[src/rtl/riscv_pkg.sv]
// ----------------------------------------------------------------------------
// riscv_pkg
//   Shared RISC-V definitions: immediate-format selector encodings (common to
//   the immediate-extend unit and imm_encoder), base opcodes, and the
//   imm_encoder output-buffer entry layout.
// ----------------------------------------------------------------------------
package riscv_pkg;

  typedef enum logic [2:0] {
    IMM_I = 3'b000,
    IMM_S = 3'b001,
    IMM_B = 3'b010,
    IMM_U = 3'b011,
    IMM_J = 3'b100
  } imm_src_t;

  localparam logic [6:0] OPC_OP_IMM = 7'h13;
  localparam logic [6:0] OPC_STORE  = 7'h23;
  localparam logic [6:0] OPC_BRANCH = 7'h63;
  localparam logic [6:0] OPC_LUI    = 7'h37;
  localparam logic [6:0] OPC_JAL    = 7'h6F;

  typedef struct packed {
    logic [31:0] instr;
    logic        err;
  } fifo_ent_t;

endpackage

[src/rtl/imm_pack.sv]
// ----------------------------------------------------------------------------
// imm_pack
//   Combinational immediate packer: scatters Imm into the I/S/B/U/J field
//   positions of Base (Base's immediate bits replaced) and flags values that
//   the selected format cannot represent.
// Ports
//   src_i    immediate format selector
//   imm_i    immediate value (byte offset for B/J)
//   base_i   instruction word supplying opcode/funct/register fields
//   instr_o  packed instruction word (base_i unchanged for an illegal src_i)
//   err_o    out of range, misaligned, or illegal src_i
// ----------------------------------------------------------------------------
import riscv_pkg::*;

module imm_pack (
  input  imm_src_t    src_i,
  input  logic [31:0] imm_i,
  input  logic [31:0] base_i,
  output logic [31:0] instr_o,
  output logic        err_o
);

  // An N-bit signed value fits when bits [31:N-1] are all equal.
  logic fits12, fits13, fits21;

  assign fits12 = (&imm_i[31:11]) || !(|imm_i[31:11]);
  assign fits13 = (&imm_i[31:12]) || !(|imm_i[31:12]);
  assign fits21 = (&imm_i[31:20]) || !(|imm_i[31:20]);

  always_comb begin
    instr_o = base_i;
    err_o   = 1'b1;
    case (src_i)
      IMM_I: begin
        instr_o = {imm_i[11:0], base_i[19:0]};
        err_o   = !fits12;
      end
      IMM_S: begin
        instr_o = {imm_i[11:5], base_i[24:12], imm_i[4:0], base_i[6:0]};
        err_o   = !fits12;
      end
      IMM_B: begin
        instr_o = {imm_i[12], imm_i[10:5], base_i[24:12], imm_i[4:1], imm_i[11], base_i[6:0]};
        err_o   = !fits13 || imm_i[0];
      end
      IMM_U: begin
        instr_o = {imm_i[31:12], base_i[11:0]};
        err_o   = |imm_i[11:0];
      end
      IMM_J: begin
        instr_o = {imm_i[20], imm_i[10:1], imm_i[11], imm_i[19:12], base_i[11:0]};
        err_o   = !fits21 || imm_i[0];
      end
      default: ;
    endcase
  end

endmodule

[src/rtl/imm_encoder.sv]
// ----------------------------------------------------------------------------
// imm_encoder
//   Packs immediates into RISC-V instruction words and queues them, tagged with
//   a running byte address, in a 2-entry in-order output buffer.
// Ports
//   clk, rst_n            clock (rising edge), async active-low reset
//   in_valid / in_ready   request handshake; in_ready depends on buffer state only
//   ImmSrc, Imm, Base     format select, immediate value, base instruction word
//   out_valid / out_ready output handshake for the buffer head
//   Instr, WrAddr, ImmErr buffer head: word, byte address, immediate-error flag
//   InstrCount            words pushed into the buffer (saturating)
//   ErrCount              erroneous requests accepted (saturating)
// ----------------------------------------------------------------------------
import riscv_pkg::*;

module imm_encoder #(
  parameter int unsigned ADDR_W   = 8,
  parameter bit          DROP_ERR = 1'b0,
  parameter int unsigned CNT_W    = 16
) (
  input  logic              clk,
  input  logic              rst_n,
  input  logic              in_valid,
  output logic              in_ready,
  input  logic [2:0]        ImmSrc,
  input  logic [31:0]       Imm,
  input  logic [31:0]       Base,
  output logic              out_valid,
  input  logic              out_ready,
  output logic [31:0]       Instr,
  output logic [ADDR_W-1:0] WrAddr,
  output logic              ImmErr,
  output logic [CNT_W-1:0]  InstrCount,
  output logic [CNT_W-1:0]  ErrCount
);

  logic [31:0] enc_instr;
  logic        enc_err;

  imm_pack u_pack (
    .src_i   (imm_src_t'(ImmSrc)),
    .imm_i   (Imm),
    .base_i  (Base),
    .instr_o (enc_instr),
    .err_o   (enc_err)
  );

  fifo_ent_t         ent_q  [2];
  logic [ADDR_W-1:0] eaddr_q[2];
  logic              wr_ptr_q, rd_ptr_q;
  logic [1:0]        count_q, count_d;
  logic [ADDR_W-1:0] addr_q, addr_d;
  logic [CNT_W-1:0]  icnt_q, icnt_d;
  logic [CNT_W-1:0]  ecnt_q, ecnt_d;
  logic              accept, push, pop;

  assign in_ready  = (count_q != 2'd2);
  assign out_valid = (count_q != 2'd0);
  assign accept    = in_valid && in_ready;
  assign push      = accept && (!enc_err || !DROP_ERR);
  assign pop       = out_valid && out_ready;

  assign Instr      = ent_q[rd_ptr_q].instr;
  assign ImmErr     = ent_q[rd_ptr_q].err;
  assign WrAddr     = eaddr_q[rd_ptr_q];
  assign InstrCount = icnt_q;
  assign ErrCount   = ecnt_q;

  always_comb begin
    count_d = count_q + {1'b0, push} - {1'b0, pop};
    addr_d  = addr_q;
    icnt_d  = icnt_q;
    ecnt_d  = ecnt_q;
    if (push) begin
      addr_d = addr_q + ADDR_W'(4);  // wraps modulo 2**ADDR_W
      if (!(&icnt_q)) icnt_d = icnt_q + CNT_W'(1);
    end
    if (accept && enc_err && !(&ecnt_q)) ecnt_d = ecnt_q + CNT_W'(1);
  end

  always_ff @(posedge clk or negedge rst_n) begin
    if (!rst_n) begin
      for (int unsigned i = 0; i < 2; i++) begin
        ent_q[i]   <= '0;
        eaddr_q[i] <= '0;
      end
      wr_ptr_q <= 1'b0;
      rd_ptr_q <= 1'b0;
      count_q  <= '0;
      addr_q   <= '0;
      icnt_q   <= '0;
      ecnt_q   <= '0;
    end else begin
      if (push) begin
        ent_q[wr_ptr_q]   <= '{instr: enc_instr, err: enc_err};
        eaddr_q[wr_ptr_q] <= addr_q;
        wr_ptr_q          <= !wr_ptr_q;
      end
      if (pop) rd_ptr_q <= !rd_ptr_q;
      count_q <= count_d;
      addr_q  <= addr_d;
      icnt_q  <= icnt_d;
      ecnt_q  <= ecnt_d;
    end
  end

endmodule

[config.mk]
export PLATFORM = sky130hd
export DESIGN_NAME = imm_encoder
export DESIGN_NICKNAME = d
export VERILOG_FILES = /design/src/rtl/riscv_pkg.sv /design/src/rtl/imm_pack.sv /design/src/rtl/imm_encoder.sv
export SDC_FILE = /design/constraint.sdc
export NUM_CORES = 1
export LEC_CHECK = 0
export CORE_ASPECT_RATIO = 0.7
export CORE_MARGIN = 10
export CORE_UTILIZATION = 28
export CTS_CLUSTER_DIAMETER = 40
export DETAILED_ROUTE_END_ITERATION = 16
export GPL_TIMING_DRIVEN = 0
export PLACE_DENSITY = 0.59
export SLEW_MARGIN = 25
export SYNTH_ARGS = -nofsm -noshare
export SYNTH_HDL_FRONTEND = slang
export SYNTH_SLANG_ARGS = --single-unit
[constraint.sdc]
create_clock -name clk -period 2.1 [get_ports clk]
set_input_delay 0.42 -clock clk [delete_from_list [all_inputs] [get_ports clk]]
set_output_delay 0.42 -clock clk [all_outputs]
set_load 0.01 [all_outputs]
# --- Word-level counts from Yosys, hierarchy flattened ---
# Index checks and enable logic that the tools add are counted.
classes:
  n_addsub: 5
  magnitude_cmp: 3
  bitwise_logic: 3
  mux: 14
  n_reduce_logical: 32
  eq_ne: 5
op_table:
  columns: ["op", "count"]
  rows:
  - ["$pmux 32 s5", 1]
  - ["$mux 33", 4]
  - ["$bwmux 66", 1]
  - ["$demux 33 s1", 1]
  - ["$add 16x1->16 const B", 2]
  - ["$mux 8", 4]
  - ["$reduce_and 16->1", 2]
  - ["$reduce_or 12->1", 2]
  - ["$reduce_and 21->1", 1]
  - ["$reduce_or 21->1", 1]
  - ["$reduce_and 20->1", 1]
  - ["$reduce_or 20->1", 1]
  - ["$bwmux 16", 1]
  - ["$reduce_and 12->1", 1]
  - ["$logic_not 1->1", 9]
  - ["$add 8x3->8 const B", 1]
  - ["$demux 8 s1", 1]
  - ["$eq 3x2->1 const B", 2]
  - ["$logic_and 1x1->1", 5]
  - ["$logic_or 1x1->1", 5]
  - ["$ge 2x2->1 const B", 2]
  - ["$not 1->2", 2]
  - ["$pmux 1 s4", 1]
  - ["$eq 3x1->1 const B", 1]
  - ["10 further kinds", 10]
totals:
  inputBits: 71
  out_inout_bits: 75
  word_cells: 74
  reg_bits: 126

# --- Logic depth before layout (Yosys ltp) ---
logic_depth:
  depth_word: 8
  ltp_mapped: 9

# --- Hierarchy ---
# From an unflattened synthesis, not the netlist that was laid out.
hier_totals:
  hier_cells: 549
  area_unflattened_um2: 6337.3
modules_own_cells:
  columns: ["module", "cells_per_inst", "instances", "area_per_inst_um2"]
  rows:
  - ["imm_encoder", 387, 1, 5333.9]
  - ["imm_pack", 162, 1, 1003.5]

# --- Least setup slack after synthesis ---
# No wires, ideal clock.
synth_path:
  path_kind: "register -> register"
  startpoint: "register ecnt_q[0] (netlist: ErrCount[0])"
  endpoint: "register ecnt_q[1] (netlist: ErrCount[1])"
  required_time_ns: 1.972
  path_buffers: 0
  stages_incl_launch_ff: 9
  setup_time_ns: 0.128
  arrival_time_ns: 2.039
  slack_ns: -0.067
  path_cell_list: "dfrtp_1 > ha_1 > and3_1 > nand3_1 > or2_1 > or3_4 > nand2_4 > nor2_1 > mux2_1"
synth_between:
  elab_chain_len: 3
synth_rtl:
  columns: ["item", "line", "rtl"]
  rows:
  - ["start, declared", "imm_encoder.sv:54", "logic [CNT_W-1:0] ecnt_q, ecnt_d;"]
  - ["start signal, assigned", "imm_encoder.sv:103", "ecnt_q <= ecnt_d;"]
  - ["parallel branches: the longest is 3 deep, another holds $add 16x1->16", null, null]
# Several ways; the timed one is not identified.
# A chain may end at the register's enable or synchronous reset.

# --- Worst setup path after layout ---
layout_path:
  startpoint: "input ImmSrc[1]"
  endpoint: "register ecnt_q[5] (netlist: ErrCount[5])"
layout_between:
  elab_chain_len: 5
layout_rtl:
  columns: ["item", "line", "rtl"]
  rows:
  - ["start, declared", "imm_encoder.sv:25", "input logic [2:0] ImmSrc,"]
  - ["$eq 3x1->1 / $logic_not 3->1 (equally long branches)", "imm_pack.sv:33", "case (src_i)"]
  - ["$reduce_or 2->1 (no line)", null, null]
  - ["$pmux 1 s4 *", "imm_pack.sv:33", null]
  - ["$logic_and 1x1->1 * (2 in series)", "imm_encoder.sv:78", "if (accept && enc_err && !(&ecnt_q)) ecnt_d = ecnt_q + CNT_W'(1);"]
# Every way passes the cells marked *; elsewhere a longest branch is shown, timed or not.

==> qor.txt <==
Run status - finished clean
CTS tree - built
Place WS - -1.00 ns
Top cell type's share of synthesized area - 0.491
CP max stage delay - 0.48 ns
Max Buffers Root-to-Sink - 2
DPL Wire Length - 14.2 mm
Gr usage total - 0.140
Final ANT Viol Nets - 0
F_max - 484 MHz
Final Hold Vio Count - 0
Fraction of layout cells with a size suffix above 1 - 0.280
Post-synth EDFFs - 0
Count of cell types in the netlist - 56
Clock transition at the registers of the reported paths - 0.06 ns
Top-count cell post-synth - nand2_1
Crit-path max FO - 7
H-tree depth - 4
PwrDens - 1320 mW/mm2
Pleak - 3.96 nW
Cell count after synthesis - 610
Worst setup path category - primary input to register
Routability cong. - 0.877
Vias - 5302
Vias per std cell - 4.84
Non-Filler Instances - 1095
WP data arrival - 2.36 ns
Wire per inst - 18.1 um
Final period util - 0.983
Num CTS Buffers - 17
Slowest-stage cell, CP - or4_4
Finished Core Util - 0.410
Peak VDD IR - 0.639 mV
Worst path cell trace - dlygate4sd2_1 -> inv_2 -> maj3_2 -> a31o_1 -> o311a_4 -> buf_4 -> or4_4 -> xnor2_2
Family with the most delay on the worst path - buffers and inverters
Buffers on Ports - 143
Yosys reg bits - 120
Worst Setup End Kind - register
Core area - 0.0216 mm2
Ant. Diodes - 0
# DRC - 0
Max-slew violation count - 0
Final wirelength - 19.8 mm
Dpl cells - 1037
Post-synth top flop - dfrtp_1
Clk root buf - clkbuf_16
Top Ports - 146
Tmin final - 2.07 ns
Syn Area/Cell - 10.0 um2
1st-pass router iterations - 4
Worst setup SP type - primary input
Initial antenna violation count - 0
DRT iter0 DRCs - 331
Die Height - 144 um
Largest net degree at the start of global routing - 76
Vias in the first global route - 5490
Worst-Skew Late Latency - 0.42 ns
Synth top area cells - dfrtp_1 (49%), mux2_2 (12%), nand2_1 (8.3%), o21ai_0 (4.2%), xnor2_1 (2.7%)
Final WS setup - 0.0349 ns
WP buf/inv - 3
Cell accounting for the most synthesized area - dfrtp_1
Area Growth Syn to Fin - 44.4%
Async S/R FF share, synth - 1.00
DIE AREA - 0.0283 mm2
CTS sink cnt - 120
Row count - 45
Synth warn - 0
Tightest Pin Transition - 0.675 ns
Grt total ovfl - 0
Die width - 197 um
Layout net count - 876
Initial Utilization - 0.284
Hold crit path type - primary input to register
First-pass GRT wire length - 31.4 mm
Slew margin rel. - 0.550
Worst Path Required - 2.40 ns
RSZ-0062 raised after global routing - yes
Mapped Area - 0.00612 mm2
Most common library cells after synthesis - nand2_1 (135), dfrtp_1 (120), mux2_2 (67)
Fill cells - 2175
Clock Skew - 0.0128 ns
Max-cap violations - 0
Seq/Total Area, Yosys - 0.491
# setup viols final - 0
## metal layers
layer | vias to the layer above | wire length, um | GRT usage
li1 | 2544 | - | -
met1 | 2607 | 9500 | 0.189
met2 | 140 | 8750 | 0.215
met3 | 11 | 1380 | 0.0466
met4 | 0 | 145 | 0.0294
met5 | - | 0 | 0
## metrics by stage
stage               TNS (ns)  hold slack [ns]  power, mW  cell area (um2)
finish                     0            0.416       11.7             8830
global route         -0.0173            0.451       12.5             8830
CTS                 -0.00184            0.413       11.9             8860
detailed placement    -53.14            0.342       8.72             7960
global placement     -563.51            0.455       8.64             7930
floorplan           -0.00112            0.124       6.31             6150
## cells by family (layout without fill, tap and decap cells)
family | count (synthesis) | after routing | share of synthesized area
AND/OR/NAND/NOR | 238 | 238 | 0.184
buffers and inverters | 40 | 242 | 0.0266
adder cells (fa/ha/maj) | 6 | 6 | 0.0121
XOR/XNOR | 34 | 34 | 0.0499
other | 1 | 2 | 0.000613
flip-flops | 120 | 120 | 0.491
multiplexers | 77 | 77 | 0.140
AO/OA/AOI/OAI | 94 | 94 | 0.0963
## worst min-delay path, stage by stage
cell and delay [ns]:
buf_2 0.09, a22oi_1 0.08, nand2_1 0.10, nand2_1 0.06
nand2_1 0.05
## flip-flops by register name (all words and copies together), names as in the netlist
signal / cells
ent_q: 66
addr_q: 6
count_q: 2
ErrCount: 16
rd_ptr_q: 1
wr_ptr_q: 1
eaddr_q: 12
InstrCount: 16
## report_power, final
group / leakage, nW / total [mW] / switching (mW) / internal, mW
Sequential: 1.51 / 3.84 / 0.591 / 3.25
Combinational: 2.17 / 4.86 / 2.40 / 2.46
Clock: 0.282 / 2.97 / 1.17 / 1.81
Total: 3.96 / 11.7 / 4.16 / 7.52
## final timing paths
kind / cells after the start / startpoint / endpoint / slack, ns
max: 8 / ImmSrc[1] / ErrCount[5] / 0.03
min: 5 / Imm[7] / ent_q[61] / 0.42
max reg2reg: 8 / ErrCount[0] / ErrCount[1] / 0.05
min reg2reg: 2 / ent_q[62] / ent_q[62] / 0.47
max in group asynchronous: 3 / rst_n / InstrCount[12] / 0.90
min in group asynchronous: 2 / rst_n / ent_q[6] / 0.49
## cells in the final DEF, fill, tap and decap left out, types with 4 or more instances in the layout
cell type	netlist	final
clkbuf_1	25	16
mux2i_1	9	9
buf_4	3	21
and3_1	5	4
clkbuf_16	0	19
dlymetal6s2s_1	0	5
xor2_1	14	14
dlygate4sd2_1	0	9
or3_1	9	9
a22o_1	7	7
nor2_1	18	15
buf_12	0	5
a22oi_1	7	7
buf_2	1	28
inv_2	3	4
nand3_1	18	17
mux2_4	0	4
clkdlybuf4s50_1	0	74
nand2_1	135	135
nor4_2	2	6
nor3_1	6	6
inv_6	0	4
o221ai_1	9	9
mux2_2	67	64
xnor2_1	19	19
clkinvlp_4	0	4
o21ai_0	51	51
dfrtp_1	120	119
nand4_1	14	14
a21oi_1	7	7
clkbuf_2	0	30
ha_1	5	4
## layout make-up
cell class | instances | area [um2] | share of cell area
Multi-Input combinational cell | 451 | 3120 | 0.353
Sequential cell | 120 | 3000 | 0.340
Timing Repair Buffer | 170 | 1500 | 0.170
Clock buffer | 18 | 439 | 0.0497
Tap cell | 282 | 353 | 0.0400
Buffer | 33 | 228 | 0.0258
Clock inverter | 14 | 163 | 0.0184
Inverter | 7 | 26.3 | 0.00298
## repair_timing
action | in CTS | in global routing
endpoints found under the setup margin | 105 | 91
resized for setup | 209 | 54
hold buffers | 1 | 0
pin swaps | 19 | 17
buffers inserted | 13 | 10
endpoints found under the hold margin | 45 | 0
gates cloned | 1 | 2
No activity file was read; power rests on OpenSTA's default activity.
